$ cat src/rtl/valu_pkg.sv
// Shared definitions for the VALU write-back stage: control codes, lane geometry, FSM states.
package valu_pkg;

  localparam int unsigned LANE_W    = 8;
  localparam int unsigned NUM_LANES = 4;
  localparam int unsigned DATA_W    = LANE_W * NUM_LANES;
  localparam int unsigned RD_W      = 5;
  localparam int unsigned CTRL_W    = 3;
  localparam int unsigned CNT_W     = 5;

  localparam logic [CTRL_W-1:0] CTRL_VSUM = 3'b010;
  localparam logic [CTRL_W-1:0] CTRL_VSUB = 3'b110;
  localparam logic [CTRL_W-1:0] CTRL_VDP  = 3'b001;

  typedef enum logic {
    ST_IDLE = 1'b0,
    ST_ACC  = 1'b1
  } wb_state_e;

endpackage

$ cat src/rtl/valu_wb_if.sv
// Upstream beat, downstream write-back and flush signals of the VALU write-back stage.
interface valu_wb_if;

  logic                            valid_i;
  logic                            ready_o;
  logic [valu_pkg::DATA_W-1:0]     v_i;
  logic [valu_pkg::NUM_LANES-1:0]  over_i;
  logic [valu_pkg::CTRL_W-1:0]     ctrl_i;
  logic                            acc_i;
  logic [valu_pkg::RD_W-1:0]       rd_i;
  logic                            flush_i;

  logic                            valid_o;
  logic                            ready_i;
  logic [valu_pkg::DATA_W-1:0]     wd_o;
  logic [valu_pkg::RD_W-1:0]       rd_o;
  logic [valu_pkg::NUM_LANES-1:0]  sat_o;
  logic                            sat_sticky_o;

  modport slave (
    input  valid_i, v_i, over_i, ctrl_i, acc_i, rd_i, flush_i, ready_i,
    output ready_o, valid_o, wd_o, rd_o, sat_o, sat_sticky_o
  );

  modport master (
    output valid_i, v_i, over_i, ctrl_i, acc_i, rd_i, flush_i, ready_i,
    input  ready_o, valid_o, wd_o, rd_o, sat_o, sat_sticky_o
  );

endinterface

$ cat src/rtl/valu_lane_sat.sv
// One 8-bit lane: clamp to +127 when the result must be non-negative but came out negative.
module valu_lane_sat
  import valu_pkg::*;
(
  input  logic [LANE_W-1:0] lane_i,
  input  logic              over_i,
  input  logic              en_i,
  output logic [LANE_W-1:0] lane_o,
  output logic              sat_o
);

  assign sat_o  = en_i && over_i && lane_i[LANE_W-1];
  assign lane_o = sat_o ? {1'b0, {(LANE_W-1){1'b1}}} : lane_i;

endmodule

$ cat src/rtl/valu_wb.sv
// VALU write-back stage: per-lane saturation for VSUM/VSUB, VDP dot-product accumulation,
// single-entry output register with valid/ready handshake.
module valu_wb
  import valu_pkg::*;
#(
  parameter int unsigned        ACC_LEN = 4,
  parameter logic [CTRL_W-1:0]  VSUM    = CTRL_VSUM,
  parameter logic [CTRL_W-1:0]  VSUB    = CTRL_VSUB,
  parameter logic [CTRL_W-1:0]  VDP     = CTRL_VDP
) (
  input  logic       clk_i,
  input  logic       rst_i,
  valu_wb_if.slave   bus
);

  localparam logic [CNT_W-1:0] ACC_LEN_C = CNT_W'(ACC_LEN);

  wb_state_e              state_q, state_d;
  logic [DATA_W-1:0]      acc_q, acc_d;
  logic [CNT_W-1:0]       cnt_q, cnt_d;
  logic                   valid_q, valid_d;
  logic [DATA_W-1:0]      wd_q, wd_d;
  logic [RD_W-1:0]        rd_q, rd_d;
  logic [NUM_LANES-1:0]   sat_q, sat_d;
  logic                   sticky_q, sticky_d;

  logic                   is_sum_sub;
  logic                   is_acc_beat;
  logic                   accept;
  logic [CNT_W-1:0]       cnt_inc;
  logic [DATA_W-1:0]      acc_sum;
  logic [DATA_W-1:0]      sat_data;
  logic [NUM_LANES-1:0]   sat_vec;

  assign is_sum_sub  = (bus.ctrl_i == VSUM) || (bus.ctrl_i == VSUB);
  assign is_acc_beat = (bus.ctrl_i == VDP) && bus.acc_i;
  assign cnt_inc     = cnt_q + CNT_W'(1);
  assign acc_sum     = acc_q + bus.v_i;

  for (genvar k = 0; k < NUM_LANES; k++) begin : g_lane
    valu_lane_sat u_lane_sat (
      .lane_i (bus.v_i[k*LANE_W +: LANE_W]),
      .over_i (bus.over_i[k]),
      .en_i   (is_sum_sub),
      .lane_o (sat_data[k*LANE_W +: LANE_W]),
      .sat_o  (sat_vec[k])
    );
  end

  // While a group is open, only further accumulate beats may enter.
  assign bus.ready_o = (!valid_q || bus.ready_i) && !bus.flush_i
                       && !((state_q == ST_ACC) && bus.valid_i && !is_acc_beat);
  assign accept      = bus.valid_i && bus.ready_o;

  always_comb begin
    state_d  = state_q;
    acc_d    = acc_q;
    cnt_d    = cnt_q;
    valid_d  = valid_q;
    wd_d     = wd_q;
    rd_d     = rd_q;
    sat_d    = sat_q;
    sticky_d = sticky_q;

    if (valid_q && bus.ready_i) begin
      valid_d = 1'b0;
    end

    if (bus.flush_i) begin
      state_d  = ST_IDLE;
      acc_d    = '0;
      cnt_d    = '0;
      sticky_d = 1'b0;
    end else if (accept) begin
      if (is_acc_beat) begin
        if (state_q == ST_IDLE) begin
          state_d = ST_ACC;
          acc_d   = bus.v_i;
          cnt_d   = CNT_W'(1);
        end else if (cnt_inc == ACC_LEN_C) begin
          state_d = ST_IDLE;
          acc_d   = '0;
          cnt_d   = '0;
          valid_d = 1'b1;
          wd_d    = acc_sum;
          rd_d    = bus.rd_i;
          sat_d   = '0;
        end else begin
          acc_d = acc_sum;
          cnt_d = cnt_inc;
        end
      end else begin
        valid_d  = 1'b1;
        wd_d     = sat_data;
        rd_d     = bus.rd_i;
        sat_d    = sat_vec;
        sticky_d = sticky_q | (|sat_vec);
      end
    end
  end

  always_ff @(posedge clk_i or negedge rst_i) begin
    if (!rst_i) begin
      state_q  <= ST_IDLE;
      acc_q    <= '0;
      cnt_q    <= '0;
      valid_q  <= 1'b0;
      wd_q     <= '0;
      rd_q     <= '0;
      sat_q    <= '0;
      sticky_q <= 1'b0;
    end else begin
      state_q  <= state_d;
      acc_q    <= acc_d;
      cnt_q    <= cnt_d;
      valid_q  <= valid_d;
      wd_q     <= wd_d;
      rd_q     <= rd_d;
      sat_q    <= sat_d;
      sticky_q <= sticky_d;
    end
  end

  assign bus.valid_o      = valid_q;
  assign bus.wd_o         = wd_q;
  assign bus.rd_o         = rd_q;
  assign bus.sat_o        = sat_q;
  assign bus.sat_sticky_o = sticky_q;

endmodule
$ cat src/flat_wrapper.sv
// flat-port wrapper written by rule: the top's interface ports become plain ports
module valu_wb_flat import valu_pkg::*;
#(
  parameter int unsigned        ACC_LEN = 4,
  parameter logic [CTRL_W-1:0]  VSUM    = CTRL_VSUM,
  parameter logic [CTRL_W-1:0]  VSUB    = CTRL_VSUB,
  parameter logic [CTRL_W-1:0]  VDP     = CTRL_VDP
)
  (clk_i, rst_i, bus_valid_i, bus_v_i, bus_over_i, bus_ctrl_i, bus_acc_i, bus_rd_i, bus_flush_i, bus_ready_i, bus_ready_o, bus_valid_o, bus_wd_o, bus_rd_o, bus_sat_o, bus_sat_sticky_o);
  valu_wb_if bus_i ();
  input  logic clk_i;
  input  logic rst_i;
  input wire logic [$bits(bus_i.valid_i)-1:0] bus_valid_i;
  input wire logic [$bits(bus_i.v_i)-1:0] bus_v_i;
  input wire logic [$bits(bus_i.over_i)-1:0] bus_over_i;
  input wire logic [$bits(bus_i.ctrl_i)-1:0] bus_ctrl_i;
  input wire logic [$bits(bus_i.acc_i)-1:0] bus_acc_i;
  input wire logic [$bits(bus_i.rd_i)-1:0] bus_rd_i;
  input wire logic [$bits(bus_i.flush_i)-1:0] bus_flush_i;
  input wire logic [$bits(bus_i.ready_i)-1:0] bus_ready_i;
  output wire logic [$bits(bus_i.ready_o)-1:0] bus_ready_o;
  output wire logic [$bits(bus_i.valid_o)-1:0] bus_valid_o;
  output wire logic [$bits(bus_i.wd_o)-1:0] bus_wd_o;
  output wire logic [$bits(bus_i.rd_o)-1:0] bus_rd_o;
  output wire logic [$bits(bus_i.sat_o)-1:0] bus_sat_o;
  output wire logic [$bits(bus_i.sat_sticky_o)-1:0] bus_sat_sticky_o;
  assign bus_i.valid_i = bus_valid_i;
  assign bus_i.v_i = bus_v_i;
  assign bus_i.over_i = bus_over_i;
  assign bus_i.ctrl_i = bus_ctrl_i;
  assign bus_i.acc_i = bus_acc_i;
  assign bus_i.rd_i = bus_rd_i;
  assign bus_i.flush_i = bus_flush_i;
  assign bus_i.ready_i = bus_ready_i;
  assign bus_ready_o = bus_i.ready_o;
  assign bus_valid_o = bus_i.valid_o;
  assign bus_wd_o = bus_i.wd_o;
  assign bus_rd_o = bus_i.rd_o;
  assign bus_sat_o = bus_i.sat_o;
  assign bus_sat_sticky_o = bus_i.sat_sticky_o;
  valu_wb #(.ACC_LEN(ACC_LEN), .VSUM(VSUM), .VSUB(VSUB), .VDP(VDP)) u_core (.clk_i(clk_i), .rst_i(rst_i), .bus(bus_i));
endmodule
$ cat config.mk
export PLATFORM = sky130hd
export DESIGN_NAME = valu_wb_flat
export DESIGN_NICKNAME = d
export VERILOG_FILES = /design/src/rtl/valu_pkg.sv /design/src/rtl/valu_wb_if.sv /design/src/rtl/valu_lane_sat.sv /design/src/rtl/valu_wb.sv /design/src/flat_wrapper.sv
export SDC_FILE = /design/constraint.sdc
export NUM_CORES = 1
export LEC_CHECK = 0
export ABC_CLOCK_PERIOD_IN_PS = 7550
export BUFFER_PORTS_ARGS = -buffer_cell sky130_fd_sc_hd__buf_2
export CORE_MARGIN = 2
export CORE_UTILIZATION = 55
export DETAILED_ROUTE_END_ITERATION = 10
export PLACE_DENSITY = 0.82
export SLEW_MARGIN = 20
export SYNTH_ARGS = -nofsm -noshare
export SYNTH_HDL_FRONTEND = slang
export SYNTH_SLANG_ARGS = --single-unit
$ cat constraint.sdc
create_clock -name clk_i -period 7.55 [get_ports clk_i]
set_clock_uncertainty 0.05 [all_clocks]
set_input_delay 0.3775 -clock clk_i [delete_from_list [all_inputs] [get_ports clk_i]]
set_output_delay 0.3775 -clock clk_i [all_outputs]
set_load 0.02 [all_outputs]
==> qor.yml <==
coreArea_mm2: 0.00968
hpwl_um: 10800
synthMuxAreaShare: 0.00185
synth_top_cell_area_share: 0.374
via_per_inst: 6.36
die-height_um: 103
seq_area_frac_synth: 0.374
yosys-top-cells-count: "nand2_1, dfrtp_1, o21ai_0"
hold_buffers: 0
drt_iter0_markers: 384
cts.sinks: 81
cts.root.buffer_cell: "clkbuf_8"
syn_nets: 736
critPathSlowestCell: "and3_1"
place_area_mm2: 0.00594
hp-class: "primary input to async pin"
synth_area_leaders: "dfrtp_1, ha_1, nand2_1"
max-cap-violations: 0
io_pins: 94
drt-total-wl_um: 15400
grt_max_degree: 82
path_max_fanout: 41
drive_gt1_frac: 0.176
cts_repair_resize_count: 0
syn_to_final_growth_pct: 13.0
hold_viol: 6
antenna_found_initial: 0
ys.warnings.count: 0
synthSimpleGateAreaFrac: 0.205
slew_violations: 0
grt_setup_unrepaired: "false"
synth_area_leader_cell: "dfrtp_1"
critPathMaxStageDelay_ns: 0.92
critPathLaunchType: "primary input"
antennaDiodeCount: 0
arrival_ns: 3.14
endpoint_kind: "register"
crit_required_ns: 7.76
synthCells: 653
dieArea_mm2: 0.0107
clk_path_buf_depth: 2
grt_pass1_wl_um: 25000
instances_no_fill: 861
clk_latency_ns: 0.38
ys_seq_elements: 81
postCtsSetupRepairBufs: 0
max_freq_ghz: 0.341
cts_buffers: 9
syn-cell-area_mm2: 0.00541
nNetsFinal: 806
dp_cells: 845
numPortBuffers: 93
async_reset_ff_frac: 1.00
gp_congestion: 1.08
crit_chain: "buf_2 > nor2_1 > and3_1 > nand3_1 > a21o_1 > buf_4 > or4_1 > o21ai_0 > a21oi_1"
htreeDepth: 3
synth_most_common_cell: "nand2_1"
clk_pin_slew_ns: 0.09
track_usage: 0.300
cts_tree: "yes"
rrSetupSlack_ns: 4.65
start_util: 0.559
fin_setup_tns_ns: 0
crit_type: "primary input to register"
synth_adder_area_share: 0.0777
fin_area_mm2: 0.00612
firstDrtPassIters: 5
nFillCells: 856
grt_pass1_vias: 5216
min_period_ns: 2.93
finalSetupViolCount: 0
ir_drop_mv: 0.0896
worst_pin_slew_ns: 1.11
synthXorXnorAreaFrac: 0.0518
relSlewSlack: 0.259
status: "complete, but fails checks"
power_density_mw_per_mm2: 174
ant_nets: 0
drc: 0
path_buf_inv: 2
synth_top_family_by_area: "compound AO/OA/AOI/OAI gates"
min_period_over_period: 0.388
synth_cell_types: 53
synth_compound_area_frac: 0.255
ys.flop_type: "dfrtp_1"
path_delay_family: "simple AND/OR/NAND/NOR gates"
rows: 36
synth_area_per_cell_um2: 8.29
synth-edff-count: 0
grt_overflow_total: 0
wl_per_cell_um: 17.9
holdWs_ns: -0.00438
via_count: 5476
die_x_um: 103
leakage_nw: 3.03
violations: "hold timing"
where the power goes:
group	internal, mW	total, mW	leakage, nW	switching [mW]
combinational	0.0894	0.262	1.89	0.173
clock	0.123	0.302	0.0908	0.179
sequential	0.476	0.500	1.05	0.0232
total	0.689	1.06	3.03	0.375
cells in the final DEF (no fill, tap or decap), types with 10 or more instances in the layout:
| master | n |
|---|---|
| nand2_1 | 94 |
| buf_2 | 92 |
| dfrtp_1 | 81 |
| o21ai_0 | 62 |
| a21oi_1 | 53 |
| nand3_1 | 47 |
| nor2_1 | 37 |
| ha_1 | 32 |
| a31oi_1 | 23 |
| and3_1 | 22 |
| xnor2_1 | 16 |
| xor2_1 | 16 |
| a21o_1 | 15 |
| o22ai_1 | 11 |
| nor3_1 | 10 |
path summary, 6_finish.rpt:
check	start	endpoint	cells after the start
hold reg to reg	u_core.bus.sat_o[0]	u_core.bus.sat_o[0]	2
setup / recovery	bus_ctrl_i[1]	u_core.bus.wd_o[24]	9
min in group clk_i	bus_rd_i[0]	u_core.bus.rd_o[0]	3
max in group asynchronous	rst_i	u_core.acc_q[21]	1
hold / removal	rst_i	u_core.cnt_q[2]	1
setup reg to reg	u_core.acc_q[0]	u_core.acc_q[30]	10
flip-flops by register name (all words and copies together) (netlist names):
register / flops
u_core.acc_q: 32
u_core.bus.rd_o: 5
u_core.bus.sat_o: 4
u_core.bus.sat_sticky_o: 1
u_core.bus.valid_o: 1
u_core.bus.wd_o: 32
u_core.cnt_q: 5
u_core.state_q: 1
cells by family after synthesis:
| family | after synthesis |
|---|---|
| fa+ha+maj | 33 |
| flops | 81 |
| mux | 1 |
| simple gates | 238 |
| compound gates | 221 |
| xor+xnor | 32 |
| buf+inv | 47 |
area by class of cell:
class                           instances  area [um2]  share of cell area
Sequential cell                        81        2030               0.331
Clock buffer                            9         124              0.0202
Timing Repair Buffer                   98         509              0.0832
Clock inverter                          7        52.6             0.00859
Multi-Input combinational cell        525        3210               0.524
Tap cell                              133         166              0.0272
Inverter                                8        30.0             0.00491
stage by stage:
stage / util / setup slack (ns) / total power [mW]
3_3_place_gp: 0.613 / 4.37 / 0.760
2_1_floorplan: - / 5.06 / 0.667
5_1_grt: 0.632 / 4.42 / 1.12
6_report: 0.632 / 4.62 / 1.06
3_5_place_dp: 0.613 / 4.20 / 0.769
4_1_cts: 0.631 / 4.20 / 1.07
routing by layer:
layer  GRT usage  routed length (um)  vias to the layer above
li1            -                   -                     2542
met1       0.387                6450                     2609
met2       0.500                7300                      286
met3      0.0464                1280                       39
met4       0.135                 402                        0
met5           0                   0                        -
worst reg2reg max path: stages (launching register included):
cell and delay (ns):
dfrtp_1 0.40, ha_1 0.23, fa_1 0.41, a21o_1 0.20
a31o_2 0.28, a21oi_1 0.27, a21oi_1 0.18, a31oi_1 0.32
o21ai_1 0.12, xnor2_1 0.20, o21ai_0 0.12
(Power assumes the default switching activity.)
